### src/rtl/tile_frame_ctrl_if.sv
`default_nettype none
// ============================================================================
// Module   : tile_frame_ctrl_if
// Purpose  : Key/vsync inputs and tile-vector outputs of tile_frame_ctrl.
// Revision : 1.0 - initial release
// ============================================================================
interface tile_frame_ctrl_if #(
  parameter int NUM_TILES = 12
);
  logic                 vsync;
  logic                 enable;
  logic [NUM_TILES-1:0] keys_in;
  logic [NUM_TILES-1:0] tiles_out;
  logic                 frame_tick;
  logic                 busy;
  logic                 frame_drop;

  modport master (
    output vsync,
    output enable,
    output keys_in,
    input  tiles_out,
    input  frame_tick,
    input  busy,
    input  frame_drop
  );

  modport slave (
    input  vsync,
    input  enable,
    input  keys_in,
    output tiles_out,
    output frame_tick,
    output busy,
    output frame_drop
  );
endinterface
`default_nettype wire

### src/rtl/tile_frame_ctrl.sv
`default_nettype none
// ============================================================================
// Module   : tile_frame_ctrl
// Purpose  : Once-per-frame key debounce / highlight hold, committing a
//            tear-free active-low tile vector to the VGA renderer.
// Revision : 1.0 - initial release
// ============================================================================
module tile_frame_ctrl #(
  parameter int NUM_TILES   = 12,
  parameter int DEBOUNCE    = 3,
  parameter int HOLD_FRAMES = 8
) (
  input  logic             clk,
  input  logic             reset,
  tile_frame_ctrl_if.slave bus
);

  localparam int c_IDX_W  = (NUM_TILES > 1) ? $clog2(NUM_TILES) : 1;
  localparam int c_HOLD_W = ($clog2(HOLD_FRAMES + 1) > 1) ? $clog2(HOLD_FRAMES + 1) : 1;

  localparam logic [c_IDX_W-1:0]  c_IDX_LAST  = c_IDX_W'(NUM_TILES - 1);
  localparam logic [1:0]          c_DB_LAST   = 2'(DEBOUNCE - 1);
  localparam logic [c_HOLD_W-1:0] c_HOLD_LOAD = c_HOLD_W'(HOLD_FRAMES);

  typedef enum logic [1:0] {
    IDLE   = 2'd0,
    SCAN   = 2'd1,
    CLEAR  = 2'd2,
    COMMIT = 2'd3
  } state_t;

  state_t r_state;
  state_t w_state_nxt;

  logic                 r_vs_q1;
  logic                 r_vs_q2;
  logic                 r_frame_tick;
  logic                 w_fall;
  logic [NUM_TILES-1:0] r_key_q1;
  logic [NUM_TILES-1:0] r_key_q2;

  logic [c_IDX_W-1:0]   r_idx;
  logic [NUM_TILES-1:0] r_db_state;
  logic [NUM_TILES-1:0] r_lit_shadow;
  logic [NUM_TILES-1:0] r_tiles;
  logic [1:0]           r_db_cnt   [NUM_TILES];
  logic [c_HOLD_W-1:0]  r_hold_cnt [NUM_TILES];

  logic                 w_scan_we;
  logic                 w_clear;
  logic                 w_commit;

  logic                 w_sample;
  logic                 w_db_old;
  logic                 w_db_nxt;
  logic                 w_lit_nxt;
  logic [1:0]           w_cnt_old;
  logic [1:0]           w_cnt_nxt;
  logic [c_HOLD_W-1:0]  w_hold_old;
  logic [c_HOLD_W-1:0]  w_hold_nxt;

  // Input synchronizers; vsync flops idle high so reset release is not a fall.
  always_ff @(posedge clk or posedge reset) begin
    if (reset) begin
      r_vs_q1      <= 1'b1;
      r_vs_q2      <= 1'b1;
      r_key_q1     <= '0;
      r_key_q2     <= '0;
      r_frame_tick <= 1'b0;
    end else begin
      r_vs_q1      <= bus.vsync;
      r_vs_q2      <= r_vs_q1;
      r_key_q1     <= bus.keys_in;
      r_key_q2     <= r_key_q1;
      r_frame_tick <= w_fall;
    end
  end

  assign w_fall = r_vs_q2 & ~r_vs_q1;

  always_ff @(posedge clk or posedge reset) begin
    if (reset) begin
      r_state <= IDLE;
    end else begin
      r_state <= w_state_nxt;
    end
  end

  always_comb begin
    w_state_nxt = r_state;
    w_scan_we   = 1'b0;
    w_clear     = 1'b0;
    w_commit    = 1'b0;
    case (r_state)
      IDLE: begin
        if (r_frame_tick) begin
          w_state_nxt = bus.enable ? SCAN : CLEAR;
        end
      end
      SCAN: begin
        w_scan_we = 1'b1;
        if (r_idx == c_IDX_LAST) begin
          w_state_nxt = COMMIT;
        end
      end
      CLEAR: begin
        w_clear     = 1'b1;
        w_state_nxt = COMMIT;
      end
      COMMIT: begin
        w_commit    = 1'b1;
        w_state_nxt = IDLE;
      end
      default: begin
        w_state_nxt = IDLE;
      end
    endcase
  end

  // Single shared per-tile update, applied to the tile selected by r_idx.
  always_comb begin
    w_sample   = r_key_q2[r_idx];
    w_db_old   = r_db_state[r_idx];
    w_cnt_old  = r_db_cnt[r_idx];
    w_hold_old = r_hold_cnt[r_idx];
    w_db_nxt   = w_db_old;
    w_cnt_nxt  = 2'd0;
    if (w_sample != w_db_old) begin
      if (w_cnt_old == c_DB_LAST) begin
        w_db_nxt = w_sample;
      end else begin
        w_cnt_nxt = w_cnt_old + 2'd1;
      end
    end
    // The hold term uses the pre-update count so the release frame stays lit.
    w_lit_nxt = w_db_nxt | (w_hold_old != '0);
    if (w_db_nxt) begin
      w_hold_nxt = c_HOLD_LOAD;
    end else if (w_hold_old != '0) begin
      w_hold_nxt = w_hold_old - c_HOLD_W'(1);
    end else begin
      w_hold_nxt = '0;
    end
  end

  always_ff @(posedge clk or posedge reset) begin
    if (reset) begin
      r_idx        <= '0;
      r_db_state   <= '0;
      r_lit_shadow <= '0;
      r_tiles      <= '1;
      for (int i = 0; i < NUM_TILES; i++) begin
        r_db_cnt[i]   <= '0;
        r_hold_cnt[i] <= '0;
      end
    end else begin
      r_idx <= (w_scan_we && (r_idx != c_IDX_LAST)) ? r_idx + c_IDX_W'(1) : '0;
      if (w_clear) begin
        r_db_state   <= '0;
        r_lit_shadow <= '0;
        for (int i = 0; i < NUM_TILES; i++) begin
          r_db_cnt[i]   <= '0;
          r_hold_cnt[i] <= '0;
        end
      end else if (w_scan_we) begin
        r_db_state[r_idx]   <= w_db_nxt;
        r_db_cnt[r_idx]     <= w_cnt_nxt;
        r_hold_cnt[r_idx]   <= w_hold_nxt;
        r_lit_shadow[r_idx] <= w_lit_nxt;
      end
      if (w_commit) begin
        r_tiles <= ~r_lit_shadow;
      end
    end
  end

  assign bus.tiles_out  = r_tiles;
  assign bus.frame_tick = r_frame_tick;
  assign bus.busy       = (r_state != IDLE);
  assign bus.frame_drop = r_frame_tick & (r_state != IDLE);

endmodule
`default_nettype wire

### src/flat_wrapper.sv
// flat-port wrapper written by rule: the top's interface ports become plain ports
module tile_frame_ctrl_flat 
#(
  parameter int NUM_TILES   = 12,
  parameter int DEBOUNCE    = 3,
  parameter int HOLD_FRAMES = 8
)
  (clk, reset, bus_vsync, bus_enable, bus_keys_in, bus_tiles_out, bus_frame_tick, bus_busy, bus_frame_drop);
  tile_frame_ctrl_if #(.NUM_TILES(NUM_TILES)) bus_i ();
  input  logic clk;
  input  logic reset;
  input wire logic [$bits(bus_i.vsync)-1:0] bus_vsync;
  input wire logic [$bits(bus_i.enable)-1:0] bus_enable;
  input wire logic [$bits(bus_i.keys_in)-1:0] bus_keys_in;
  output wire logic [$bits(bus_i.tiles_out)-1:0] bus_tiles_out;
  output wire logic [$bits(bus_i.frame_tick)-1:0] bus_frame_tick;
  output wire logic [$bits(bus_i.busy)-1:0] bus_busy;
  output wire logic [$bits(bus_i.frame_drop)-1:0] bus_frame_drop;
  assign bus_i.vsync = bus_vsync;
  assign bus_i.enable = bus_enable;
  assign bus_i.keys_in = bus_keys_in;
  assign bus_tiles_out = bus_i.tiles_out;
  assign bus_frame_tick = bus_i.frame_tick;
  assign bus_busy = bus_i.busy;
  assign bus_frame_drop = bus_i.frame_drop;
  tile_frame_ctrl #(.NUM_TILES(NUM_TILES), .DEBOUNCE(DEBOUNCE), .HOLD_FRAMES(HOLD_FRAMES)) u_core (.clk(clk), .reset(reset), .bus(bus_i));
endmodule
### config.mk
export PLATFORM = sky130hd
export DESIGN_NAME = tile_frame_ctrl_flat
export DESIGN_NICKNAME = d
export VERILOG_FILES = /design/src/rtl/tile_frame_ctrl_if.sv /design/src/rtl/tile_frame_ctrl.sv /design/src/flat_wrapper.sv
export SDC_FILE = /design/constraint.sdc
export NUM_CORES = 1
export LEC_CHECK = 0
export ABC_CLOCK_PERIOD_IN_PS = 9970
export CAP_MARGIN = 0
export CORE_MARGIN = 3
export CORE_UTILIZATION = 50
export CTS_CLUSTER_DIAMETER = 30
export DETAILED_ROUTE_END_ITERATION = 16
export PLACE_DENSITY_LB_ADDON = 0.1
export SLEW_MARGIN = 25
export SYNTH_ARGS = -nofsm -noshare
export SYNTH_HDL_FRONTEND = slang
export SYNTH_SLANG_ARGS = --single-unit
### constraint.sdc
create_clock -name clk -period 9.97 [get_ports clk]
set_clock_uncertainty 0.1 [all_clocks]
set_input_delay 1.4955 -clock clk [delete_from_list [all_inputs] [get_ports clk]]
set_output_delay 1.4955 -clock clk [all_outputs]
set_load 0.05 [all_outputs]
## Word-level counts from Yosys, hierarchy flattened

Index checks and enable logic that the tools add are counted.

| storage, ports and cells | value |
|---|---|
| output and inout port bits | 15 |
| register bits after elaboration | 141 |
| word-level logic and storage cells | 106 |

| cells by class | value |
|---|---|
| equal/unequal tests | 9 |
| mux-type cells | 42 |
| add/subtract/negate cells | 3 |
| bitwise operators | 6 |
| order comparisons | 4 |
| reductions and logical operators | 8 |

Operator list:

| kind | count |
|---|---|
| two-way mux 48 bit | 2 |
| bitwise mux 48 bit | 1 |
| two-way mux 12 bit | 4 |
| two-way mux 24 bit | 2 |
| bitwise mux 12 bit | 2 |
| bitwise mux 24 bit | 1 |
| two-way mux 4 bit | 6 |
| binary-select mux 4 bit (select 4 bit) | 1 |
| demux 4 bit (select 4 bit) | 1 |
| two-way mux 2 bit | 8 |
| NOT 12 bit | 1 |
| binary-select mux 1 bit (select 4 bit) | 2 |
| binary-select mux 2 bit (select 4 bit) | 1 |
| demux 2 bit (select 4 bit) | 1 |
| two-way mux 1 bit | 8 |
| case mux 2 bit (4 select lines) | 1 |
| equality test 2 bit (second input constant) | 3 |
| greater-or-equal comparator 5 bit (second input constant) | 1 |
| < comparator 4 x 5 -> 1 bit (second input constant) | 1 |
| < comparator 5 x 1 -> 1 bit (second input constant) | 1 |
| NOT 4 -> 5 bit | 1 |
| adder 4 x 1 -> 4 bit (second input constant) | 1 |
| demux 1 bit (select 4 bit) | 1 |
| equality test 4 bit (second input constant) | 1 |
| other kinds (15) | 20 |

## Logic depth before layout (Yosys ltp)

Gate-level depths: netlist of run 1.

| depth | value |
|---|---|
| word-level depth | 11 |
| mapped depth | 13 |
| gate-level depth less buffers | 9 |

## Worst setup path after synthesis of run 1

OpenSTA, ideal clock, no wires.

| timing | value |
|---|---|
| kind | register to register |
| from | register u_core.r_idx[0] |
| to | register u_core.r_hold_cnt[34] (netlist name) |
| clock period less this slack | 3089 ps |
| path slack | 6881 ps |
| required time | 9738 ps |
| cell stages (with the launch flop) | 13 |
| arrival | 2857 ps |
| path buffers | 4 |
| setup time | 132 ps |
| path through | dfrtp_1 -> buf_6 -> buf_12 -> buf_2 -> mux4_2 -> and2_1 -> a31oi_1 -> ha_1 -> inv_1 -> o311a_1 -> o2bb2ai_1 -> clkbuf_1 -> o21ai_0 |

| between the ends | value |
|---|---|
| word-level cells in the longest chain between the ends | 11 |
| elaborated cells between the ends (all ways) | 27 |

RTL lines:

| element | line | source |
|---|---|---|
| start: declaration | tile_frame_ctrl.sv:42 | `logic [c_IDX_W-1:0] r_idx;` |
| start signal: assignment | tile_frame_ctrl.sv:157 | `r_idx <= (w_scan_we && (r_idx != c_IDX_LAST)) ? r_idx + c_IDX_W'(1) : '0;` |
| parallel branches: the longest is 8 deep, another holds subtractor 4 x 1 -> 4 bit | n/a |  |
| bitwise mux 48 bit * | tile_frame_ctrl.sv:168 | `r_hold_cnt[r_idx] <= w_hold_nxt;` |
| two-way mux 48 bit * | tile_frame_ctrl.sv:165 | `end else if (w_scan_we) begin` |
| two-way mux 48 bit * | tile_frame_ctrl.sv:158 | `if (w_clear) begin` |
| end signal: indexed assignment | tile_frame_ctrl.sv:168 |  |
| end: declaration | tile_frame_ctrl.sv:47 | `logic [c_HOLD_W-1:0] r_hold_cnt [NUM_TILES];` |

Mark *: on every way between the ends. The select of a mux whose other input is x is not followed.
A chain may end at the register's enable or synchronous reset.

## Final worst setup path of run 1

| timing | value |
|---|---|
| from | register u_core.r_state[0] |
| to | output bus_frame_drop |

| between the ends | value |
|---|---|
| word-level cells in the longest chain between the ends | 2 |

RTL lines:

| element | line | source |
|---|---|---|
| start: declaration | tile_frame_ctrl.sv:32 | `state_t r_state;` |
| start signal: assignment | tile_frame_ctrl.sv:85 | `r_state <= w_state_nxt;` |
| nonzero test 2 bit | tile_frame_ctrl.sv:180 | `assign bus.frame_drop = r_frame_tick & (r_state != IDLE);` |
| AND 1 bit | tile_frame_ctrl.sv:180 |  |
| end: declaration | flat_wrapper.sv:18 | `output wire logic [$bits(bus_i.frame_drop)-1:0] bus_frame_drop;` |

No other way between the ends.

==> results of run 1 <==
## per-layer routing
| metal | share of wire (%) | vias up | track usage [%] |
|---|---|---|---|
| met1 | 45 | 2230 | 28.8 |
| met5 | 0 | - | 0 |
| met4 | 1.5 | 0 | 7.25 |
| li1 | - | 1977 | - |
| met2 | 49 | 96 | 36.2 |
| met3 | 4.4 | 19 | 6.56 |
## worst max-delay path, stage by stage (launching register included)
cell             delay [ns]
dfrtp_1                0.40
inv_1                  0.08
ha_1                   0.25
nor2_1                 0.11
clkdlybuf4s50_1        0.81
## report_power, final
group | switching (mW) | internal [mW] | leakage [nW] | total [mW]
logic | 0.629 | 0.271 | 1.21 | 0.900
clock network | 0.254 | 0.399 | 0.298 | 0.653
registers | 0.0570 | 0.669 | 1.84 | 0.726
## layout make-up
type / count / area share, %
Sequential cell: 141 / 48.5
Multi-Input combinational cell: 356 / 34.4
Clock buffer: 18 / 5.87
Timing Repair Buffer: 36 / 4.72
Tap cell: 168 / 2.88
Clock inverter: 14 / 2.52
Inverter: 21 / 1.15
## placed cells by master (no fill, tap or decap), drive strengths merged, types with 2 or more instances in the layout
cell type	n
dfstp	14
ha	10
nor3	2
o22ai	2
xor2	2
nor2	9
bufinv	3
clkinv	5
inv	26
dfrtp	127
nand3	3
and2	6
a22o	3
o41ai	24
o2bb2ai	2
clkbuf	18
nand2	132
buf	6
nor2b	8
a22oi	2
mux4	18
o21ai	75
a21o	10
and3	2
a31oi	5
nand2b	2
mux2i	25
a21oi	4
clkdlybuf4s50	30
## cell usage after synthesis, types with 4 or more instances
cell type	instances	share of area (%)
o21ai_0	70	5.6
clkbuf_1	10	0.60
o21ai_1	5	0.40
a21o_1	10	1.2
nor2_1	9	0.54
and2_1	5	0.50
nand2_1	132	7.9
inv_1	21	1.3
ha_1	10	2.0
a31oi_1	5	0.50
dfstp_2	14	5.8
buf_2	6	0.48
mux4_2	16	5.7
nor2b_1	8	0.79
o41ai_2	20	5.2
mux2i_1	25	4.0
o41ai_1	4	0.56
dfrtp_1	127	50
a21oi_1	4	0.32
## kinds of logic (layout without fill, tap and decap cells)
logic type | after synthesis | in the layout | share of synthesized area (%)
muxes | 44 | 44 | 10.7
and+or+nand+nor | 167 | 167 | 11.1
adders and majority gates | 10 | 10 | 1.98
xor gates and xnor gates | 2 | 2 | 0.278
buffers and inverters | 48 | 89 | 3.93
AOI/OAI and AO/OA | 133 | 133 | 15.7
DFF | 141 | 141 | 56.3
## how the worst min path moves through the flow
stage / startpoint / to / slack [ns] / cells past startpoint
after global placement: u_core.r_key_q1[1] / u_core.r_key_q2[1] / 0.24 / 0
after floorplan: u_core.r_key_q1[0] / u_core.r_key_q2[0] / 0.23 / 0
after global routing: u_core.r_key_q1[8] / u_core.r_key_q2[8] / 0.25 / 0
final: u_core.r_key_q1[8] / u_core.r_key_q2[8] / 0.24 / 0
after CTS: u_core.r_key_q1[8] / u_core.r_key_q2[8] / 0.25 / 0
after detailed placement: u_core.r_key_q1[8] / u_core.r_key_q2[8] / 0.23 / 0
## flip-flops by register name, summed over array words and instances, names as in the netlist
| name | count |
|---|---|
| u_core.r_hold_cnt | 48 |
| u_core.r_db_cnt | 24 |
| u_core.bus.tiles_out | 12 |
| u_core.r_db_state | 12 |
| u_core.r_key_q1 | 12 |
| u_core.r_key_q2 | 12 |
| u_core.r_lit_shadow | 12 |
| u_core.r_idx | 4 |
| u_core.r_state | 2 |
| u_core.bus.frame_tick | 1 |
| u_core.r_vs_q1 | 1 |
| u_core.r_vs_q2 | 1 |
## through the flow
stage | cells | hold WS [ns] | util [%] | total power [mW] | setup WS [ns]
after floorplan | 545 | 0.231 | - | 1.41 | 4.62
after global placement | 722 | 0.236 | 55.1 | 1.61 | 6.58
after global routing | 754 | 0.248 | 60.1 | 2.40 | 6.09
final | 754 | 0.245 | 60.1 | 2.28 | 6.29
after CTS | 754 | 0.247 | 60.1 | 2.29 | 6.28
after detailed placement | 722 | 0.235 | 55.1 | 1.63 | 6.38
==> flow_summary.yaml, run 1 <==
clocking:
  cts.path.max_buffers: 2
  cts_setup_buffers: 0
  cts_buffers: 17
  worstSkewPairLatency_ns: 0.43
  path_clk_slew_ns: 0.06
  cts_resized: 0
  cts_max_level: 4
  cts_tree: "done"
  postCtsHoldBufs: 0
  clock_sinks: 141
  root_buffer: "clkbuf_16"
finish:
  multi_input_area_um2: 2510
  final_net_count: 599
  filler_cell_count: 1000
  seqCellArea_um2: 3550
  drive_gt1_share_pct: 16.2
  area_growth_pct: 16.0
  diodes: 0
  fin_area_um2: 7310
yosys:
  ys_seq_area_share_pct: 56.3
  synthCells: 545
  yosysUniqueCellTypes: 47
  postSynth.asyncResetShare_pct: 100
  synth_seq_cells: 141
  netlist_area_um2: 6300
  synth_edf_count: 0
  yosys_warnings: 0
  synth_flop_cell: "dfrtp_1"
  avgSynthCellArea_um2: 11.6
  synth_nets: 571
timing:
  slew_headroom_pct: 45.8
  min_period_ns: 3.68
  rsz0062_at_grt: "no"
  setup_viol: 0
  finalHoldViolCount: 0
  finalSetupTns_ns: 0
  fin_crit_sh_pct: 36.9
  fmax_mhz: 272
  worst_pin_slew_ns: 0.813
  drv_slew: 0
routing:
  antenna_left: 0
  routed_wirelength_um: 14700
  drc: 0
  viasPerCell: 5.73
  drtIter0Drc: 355
  drt_first_pass_iters: 5
  wl_per_cell_um: 19.4
  dr_total_vias: 4322
worst_hold_path:
  hold_class: "flop to flop"
floorplanning:
  ios: 31
  core-area_um2: 12200
  die-area_um2: 14000
  rows: 40
  die_x_um: 118
  fp.dieH_um: 118
  initial_utilization_pct: 51.8
critical_path:
  reg2reg_to: "u_core.r_hold_cnt[18]"
  cp-endpoint: "bus_frame_drop"
  rr_startpoint: "u_core.r_idx[1]"
  crit_start: "u_core.r_state[0]"
  r2r.worst_path.cells: 9
  crit_fanout: 5
  cp.arrival_ns: 2.08
  crit_type: "flop to output pin"
  crit_path_end_kind: "output pin"
  worstPathRequired_ns: 8.37
  critPathLaunchType: "flop"
  r2r_setup_slack_ns: 6.35
place:
  place_hpwl_um: 9620
  gp_congestion: 0.799
  portBuffers: 30
  dpl_cell_area_um2: 6700
pwr:
  cellPowerDensity_nw_per_um2: 312
  vdd_drop_max_mv: 0.164
  power.leakage_nw: 3.35
grt:
  grt_pass1_wl_um: 23900
  grt_antenna_before_repair: 0
  grt_pass1_vias: 4503
  grt-ovfl-total: 0
  grt_max_degree: 90
  grtUsageTotal_pct: 22.2
job:
  drv_cap: 0
outcome:
  status: "completed"
No activity file was read; power rests on OpenSTA's default activity.
==> run 2, diff against run 1 <==
- ABC_CLOCK_PERIOD_IN_PS: 9970 -> 3000
- clock period: 9.97 -> 3 ns (I/O delays scaled with it)
==> flow_summary.yaml, run 2 (synthesized netlist as in run 1, its figures left out) <==
timing:
  fin_crit_sh_pct: 93.6
  rsz0062_at_grt: "no"
  setup_viol: 0
  fmax_mhz: 356
  finalSetupTns_ns: 0
  finalHoldViolCount: 0
  worst_pin_slew_ns: 0.770
  drv_slew: 0
  min_period_ns: 2.81
  holdWs_ns: 0.247
  slew_headroom_pct: 48.7
finish:
  layout_common_cells: "132 x nand2_1, 126 x dfrtp_1, 70 x o21ai_0"
  diodes: 0
  final_net_count: 614
  final_common_cell: "nand2_1"
  area_growth_pct: 17.8
  drive_gt1_share_pct: 18.5
  largest_register_ffs: 48
  top_regs: "u_core.r_hold_cnt x48, u_core.r_db_cnt x24"
  top_register: "u_core.r_hold_cnt"
routing:
  drt_first_pass_iters: 5
  routed_wirelength_um: 14800
  antenna_left: 0
  drtIter0Drc: 415
  dr_total_vias: 4359
  drc: 0
  viasPerCell: 5.67
  wl_per_cell_um: 19.3
grt:
  grt_max_degree: 81
  grt_antenna_before_repair: 0
  grt_pass1_wl_um: 24700
  grt_pass1_vias: 4571
  grtUsageTotal_pct: 22.7
  grt-ovfl-total: 0
job:
  drv_cap: 0
outcome:
  status: "completed"
clocking:
  cts.path.max_buffers: 2
  cts_tree: "done"
  cts_resized: 0
  cts_max_level: 4
  root_buffer: "clkbuf_16"
  worstSkewPairLatency_ns: 0.41
  path_clk_slew_ns: 0.06
  clock_sinks: 141
  postCtsHoldBufs: 0
  cts_buffers: 17
  cts_setup_buffers: 0
critical_path:
  r2r.worst_path.cells: 8
  worstPathRequired_ns: 3.20
  crit_fanout: 24
  crit_path_end_kind: "flop"
  crit_start: "u_core.r_idx[2]"
  critPathLaunchType: "flop"
  crit_type: "flop to flop"
  cp.arrival_ns: 3.01
  r2r_setup_slack_ns: 0.19
  rr_startpoint: "u_core.r_idx[2]"
  cp-endpoint: "u_core.r_hold_cnt[12]"
  reg2reg_to: "u_core.r_hold_cnt[12]"
floorplanning:
  die_x_um: 118
  initial_utilization_pct: 51.8
  ios: 31
  fp.dieH_um: 118
  core-area_um2: 12200
  rows: 40
  die-area_um2: 14000
pwr:
  cellPowerDensity_nw_per_um2: 1040
  vdd_drop_max_mv: 0.533
  power.leakage_nw: 3.40
place:
  place_hpwl_um: 10000
  gp_congestion: 0.897
  portBuffers: 30
worst_hold_path:
  hold_class: "flop to flop"
run 2: cell count changes in the layout (fill, tap and decap cells not counted), moves of 2 or more:
cell / previous run / this run
buf_4: 6 / 19
inv_6: 5 / 1
buf_12: 0 / 2
clkinvlp_4: 1 / 6
run 2: area by class of cell:
cell class | count | area [µm²]
clock buffers | 19 | 443
inverters | 21 | 82.6
well taps | 168 | 210
multi-input cells | 356 | 2520
flip-flops and latches | 141 | 3550
clock inverters | 13 | 143
repair buffers | 51 | 483
fillers | 1023 | 4740
run 2: worst min path at each step:
stage / from / endpoint / slack, ns / cells past startpoint
after CTS: u_core.r_key_q1[0] / u_core.r_key_q2[0] / 0.25 / 0
final: u_core.r_key_q1[9] / u_core.r_key_q2[9] / 0.25 / 0
after global placement: u_core.r_key_q1[1] / u_core.r_key_q2[1] / 0.23 / 0
after floorplan: u_core.r_key_q1[0] / u_core.r_key_q2[0] / 0.23 / 0
after detailed placement: u_core.r_key_q1[10] / u_core.r_key_q2[10] / 0.23 / 0
after global routing: u_core.r_key_q1[0] / u_core.r_key_q2[0] / 0.25 / 0
run 2: where the power goes:
part	internal, mW	switching, mW
clock network	1.25	0.809
logic	1.07	2.20
registers	2.23	0.186
run 2: metal layers:
metal,GRT usage (%),wire [µm]
met5,0,0
met4,8.50,293
met3,5.84,758
met2,34.4,7060
met1,31.6,6700
run 2: per-stage QoR:
| stage | power, mW | setup slack (ns) | utilization (%) | cell area (µm²) | cells |
|---|---|---|---|---|---|
| floorplan | 4.69 | 0.0272 | - | 6310 | 545 |
| global placement | 5.61 | 0.175 | 56.2 | 6840 | 737 |
| detailed placement | 5.70 | 0.115 | 56.2 | 6840 | 737 |
| CTS | 7.77 | 0.0978 | 61.0 | 7420 | 769 |
| global route | 8.18 | 0.0270 | 61.0 | 7420 | 769 |
| finish | 7.74 | 0.193 | 61.0 | 7420 | 769 |
run 2: worst max-delay path, stage by stage (launching register included):
cell	delay (ns)
dfrtp_1	0.60
nor2b_1	0.34
buf_4	0.24
a22o_1	0.16
a21oi_1	0.06
buf_4	0.18
or3_4	0.36
and2_4	0.27
o41ai_1	0.37
